### src/rtl/addsub_pkg.sv
// Shared definitions for the bit-serial adder/subtractor: FSM state encoding,
// operation mode constants and a counter-width helper.
package addsub_pkg;

    typedef enum logic {
        IDLE = 1'b0,
        RUN  = 1'b1
    } state_t;

    localparam logic MODE_ADD = 1'b0;
    localparam logic MODE_SUB = 1'b1;

    // Smallest r such that 2**r >= v; returns at least 1 so a counter always exists.
    function automatic int clog2(input int v);
        int r;
        r = 1;
        for (int i = 1; i < 31; i++) begin
            if ((1 << i) < v) begin
                r = i + 1;
            end
        end
        return r;
    endfunction

endpackage

### src/rtl/full_addsub_cell.sv
// One-bit full adder / full subtractor. In subtract mode cin is a borrow-in
// and cout is a borrow-out; the difference bit uses the same XOR as the sum.
module full_addsub_cell
    import addsub_pkg::*;
(
    input  logic x,
    input  logic y,
    input  logic cin,
    input  logic mode,
    output logic s,
    output logic cout
);

    logic p;

    // Sum/difference bit and carry/borrow generation for the selected mode.
    always_comb begin
        p = x ^ y;
        s = p ^ cin;
        if (mode == MODE_SUB) begin
            cout = (~x & y) | (cin & ~p);
        end else begin
            cout = (x & y) | (cin & p);
        end
    end

endmodule

### src/rtl/serial_addsub.sv
// Bit-serial N-bit adder/subtractor. A start in IDLE latches the operands,
// mode and carry/borrow-in; one bit is processed per clock, LSB first, and
// after N clocks the result and final carry/borrow are published together
// with a one-cycle done pulse. Visible outputs only change at done.
//
// Handshake: start is sampled at a rising edge only while busy=0; an accepted
// start raises busy on that edge. done is a single-cycle pulse on which
// result/co_bo become valid; they then hold until the next completion.
module serial_addsub
    import addsub_pkg::*;
#(
    parameter int N = 8
) (
    input  logic         clk,
    input  logic         rst_n,
    input  logic         start,
    input  logic         mode,
    input  logic [N-1:0] a,
    input  logic [N-1:0] b,
    input  logic         ci,
    output logic         busy,
    output logic         done,
    output logic [N-1:0] result,
    output logic         co_bo
);

    localparam int CW = clog2(N);
    localparam logic [CW-1:0] LAST = CW'(N - 1);

    state_t        state_q;
    state_t        state_d;
    logic [CW-1:0] cnt_q;
    logic [N-1:0]  a_q;
    logic [N-1:0]  b_q;
    logic          mode_q;
    logic          c_q;
    logic [N-1:0]  sum_q;
    logic [N-1:0]  result_q;
    logic          co_bo_q;
    logic          done_q;

    logic          cell_s;
    logic          cell_cout;
    logic          last_bit;
    logic [N-1:0]  sum_next;

    full_addsub_cell u_cell (
        .x    (a_q[0]),
        .y    (b_q[0]),
        .cin  (c_q),
        .mode (mode_q),
        .s    (cell_s),
        .cout (cell_cout)
    );

    assign last_bit = (state_q == RUN) && (cnt_q == LAST);
    assign sum_next = {cell_s, sum_q[N-1:1]};

    // State register.
    always_ff @(posedge clk or negedge rst_n) begin
        if (!rst_n) begin
            state_q <= IDLE;
        end else begin
            state_q <= state_d;
        end
    end

    // Next-state: IDLE waits for start, RUN leaves after the last bit.
    always_comb begin
        state_d = state_q;
        case (state_q)
            IDLE:    if (start) state_d = RUN;
            RUN:     if (last_bit) state_d = IDLE;
            default: state_d = IDLE;
        endcase
    end

    // FSM outputs.
    always_comb begin
        busy = (state_q == RUN);
    end

    // Operand latch, serial datapath and result publication.
    always_ff @(posedge clk or negedge rst_n) begin
        if (!rst_n) begin
            cnt_q    <= '0;
            a_q      <= '0;
            b_q      <= '0;
            mode_q   <= MODE_ADD;
            c_q      <= 1'b0;
            sum_q    <= '0;
            result_q <= '0;
            co_bo_q  <= 1'b0;
            done_q   <= 1'b0;
        end else begin
            // done is a pulse: only the last-bit edge can raise it.
            done_q <= last_bit;
            if (state_q == IDLE) begin
                if (start) begin
                    a_q    <= a;
                    b_q    <= b;
                    mode_q <= mode;
                    c_q    <= ci;
                    cnt_q  <= '0;
                    sum_q  <= '0;
                end
            end else begin
                a_q   <= a_q >> 1;
                b_q   <= b_q >> 1;
                c_q   <= cell_cout;
                sum_q <= sum_next;
                cnt_q <= cnt_q + CW'(1);
                if (last_bit) begin
                    result_q <= sum_next;
                    co_bo_q  <= cell_cout;
                end
            end
        end
    end

    assign done   = done_q;
    assign result = result_q;
    assign co_bo  = co_bo_q;

endmodule
### config.mk
export PLATFORM = sky130hd
export DESIGN_NAME = serial_addsub
export DESIGN_NICKNAME = d
export VERILOG_FILES = /design/src/rtl/addsub_pkg.sv /design/src/rtl/full_addsub_cell.sv /design/src/rtl/serial_addsub.sv
export SDC_FILE = /design/constraint.sdc
export NUM_CORES = 1
export LEC_CHECK = 0
export CORE_AREA = 2 2 65 67
export DETAILED_ROUTE_END_ITERATION = 10
export DIE_AREA = 0 0 67 69
export GPL_ROUTABILITY_DRIVEN = 0
export PLACE_DENSITY = 0.74
export RECOVER_POWER = 25
export SYNTH_ARGS = -nofsm -noshare
export SYNTH_HDL_FRONTEND = slang
export SYNTH_HIERARCHICAL = 1
export SYNTH_SLANG_ARGS = --single-unit
### constraint.sdc
create_clock -name clk -period 1.4 [get_ports clk]
set_input_delay 0.35 -clock clk [delete_from_list [all_inputs] [get_ports clk]]
set_output_delay 0.35 -clock clk [all_outputs]
set_load 0.01 [all_outputs]
==> results.toml <==
[clock_tree]
clk_pin_slew_ns = 0.07
cts_buffers = 5
clock_latency_ns = 0.29
cts_tree = "done"
cts.sinks = 39
root_buffer = "clkbuf_8"
cts_max_level = 2
cts_buffer_depth = 2

[power]
power_density_nw_per_um2 = 1935
p_leak_nw = 1.121
ir_worst_vdd_v = 0.001482

[worst_setup_path]
arrival_ns = 1.00
critPathSlowestCell = "dfrtp_2"
r2r_slack_ns = 0.06
rr_endpoint = "co_bo"
cp_slowest_stage_delay_ns = 0.43
path_buf_inv = 1
path_class = "reg2out"
end_kind = "primary output"
worstRegToRegCells = 4
r2r_start = "a_q[0]"
worstPathCellList = "dlygate4sd2_1"
start_kind = "flop"
crit_fanout = 2
required_ns = 1.05
cp_top_family = "flip-flops"

[timing]
fin_crit_sh_pct = 96.21
hold_violations = 0
worst_pin_slew_ns = 0.4657
relSlewSlack_pct = 68.95
fmax_mhz = 742.4
hold_ws_ns = 0.4977
setup_viol = 0
post-route-min-period_ns = 1.347
drv_slew = 0
rsz0062_at_grt = "no"
clock_skew_ns = 0.007010

[grt]
grt_max_degree = 54
grt_remaining_overflow = 0
grt_pass1_vias = 1207
grt_first_pass_wirelength_um = 5658
grt_usage_pct = 16.45
antenna_found_initial = 0

[cells_and_area]
antenna_cells = 0
mostFrequentLayoutCells = "dfrtp_1 (37), nand2_1 (21), clkdlybuf4s50_1 (19), mux2i_1 (18), o21ai_1 (14)"
nets = 205
drive_gt1_share_pct = 20.99
finalNonFillerCells = 231
syn_to_final_growth_pct = 27.74
final_common_cell = "dfrtp_1"

[die]
ioPinCount = 32
die_x_um = 67
fp.dieH_um = 69
dieArea_um2 = 4623
start_util_pct = 46.10
row_count = 23
core_area_um2 = 3914

[worst_hold_path]
worstHoldPathType = "reg2reg"
min-delay-start = "a_q[2]"
hold_depth = 2
hold_end = "a_q[1]"

[route]
vias = 1112
viasPerCell = 4.814
drtPass1Iterations = 4
avgRoutedWirePerCell_um = 13.94
postRouteAntennaNets = 0
wirelength_um = 3219
drc = 0
drt-initial-drc-count = 52

[synthesis]
netlist_area_um2 = 1804
synthCells = 143
ys_types = 21
yosysWarnings = 6
postSynthAreaPerCell_um2 = 12.62
ys_seq_area_share_pct = 54.09
syn_nets = 168
ys_ff_latch = 39

[place]
portBuffers = 31
hpwl_um = 2290
placedCellCount = 221

[run_status]
status = "finished clean"

[job]
maxCapViolCount = 0
==> state kept, by name, summed over array words and instances (netlist names) <==
register	flops
a_q	8
b_q	8
busy	1
c_q	1
cnt_q	3
co_bo	1
done	1
mode_q	1
result	8
sum_q	7
==> metrics by stage <==
stage,power (mW),worst slack [ns],TNS [ns],utilization [%],instance area (um^2)
4_1_cts,4.474,-0.01019,-0.01019,58.54,2291
3_5_place_dp,3.561,-0.1616,-2.858,55.21,2161
6_report,4.459,0.05307,0,58.89,2305
3_3_place_gp,3.468,-0.1513,-2.621,55.21,2161
5_1_grt,4.810,0.009705,0,58.89,2305
2_1_floorplan,3.018,0.04102,0,-,1804
==> worst max path at each step <==
stage / start / to / slack [ns] / cells past startpoint
after floorplan: cnt_q[0] / co_bo / 0.04 / 4
after global routing: busy / busy / 0.01 / 1
final: busy / busy / 0.05 / 1
after global placement: start / cnt_q[0] / -0.15 / 4
after CTS: b_q[0] / result[7] / -0.01 / 3
after detailed placement: start / cnt_q[0] / -0.16 / 4
==> cell type report <==
class	instances	area [um^2]
Clock buffer	6	82.58
Clock inverter	2	35.03
Fill cell	328	1609
Inverter	5	18.77
Multi-Input combinational cell	91	743.2
Sequential cell	39	978.4
Tap cell	50	62.56
Timing Repair Buffer	38	384.1
==> where the power goes <==
part           switching, mW  internal, mW
Combinational          0.734         0.866
Clock                  0.376         0.576
Sequential             0.312          1.59
Total                   1.42          3.04
==> cells in the mapped netlist, drive strengths merged <==
cell type	number	area [um^2]
nand2b	6	37.54
mux2	11	161.4
nor2b	1	13.76
buf	9	95.08
nor2	3	11.26
o21ai	21	112.6
nand2	22	98.85
mux2i	18	180.2
dfrtp	39	975.9
fa	2	40.04
inv	5	18.77
a22o	3	26.28
a21o	1	7.510
ha	2	25.02
==> layer usage <==
metal / share of wire, % / track usage, % / routed length, um / vias to the layer above
li1: - / - / - / 553
met1: 45 / 22.19 / 1453 / 534
met2: 48 / 23.98 / 1545 / 19
met3: 5.3 / 6.525 / 169 / 6
met4: 1.6 / 5.669 / 51 / 0
met5: 0 / 0 / 0 / -
==> cells by family after synthesis <==
kind of cell	synth area share, %
simple gates	8.946
compound gates	8.114
buf+inv	6.310
mux	18.93
fa+ha+maj	3.606
flops	54.09
==> repair_timing <==
item / CTS / global route
setup endpoints to repair: 20 / 4
hold buffers: 1 / 0
resized for setup: 14 / 4
pin swaps: 0 / 2
gates cloned: 1 / 0
setup buffers: 0 / 0
hold endpoints to repair: 1 / 0
Note: power is estimated with default switching activity, not from simulation.
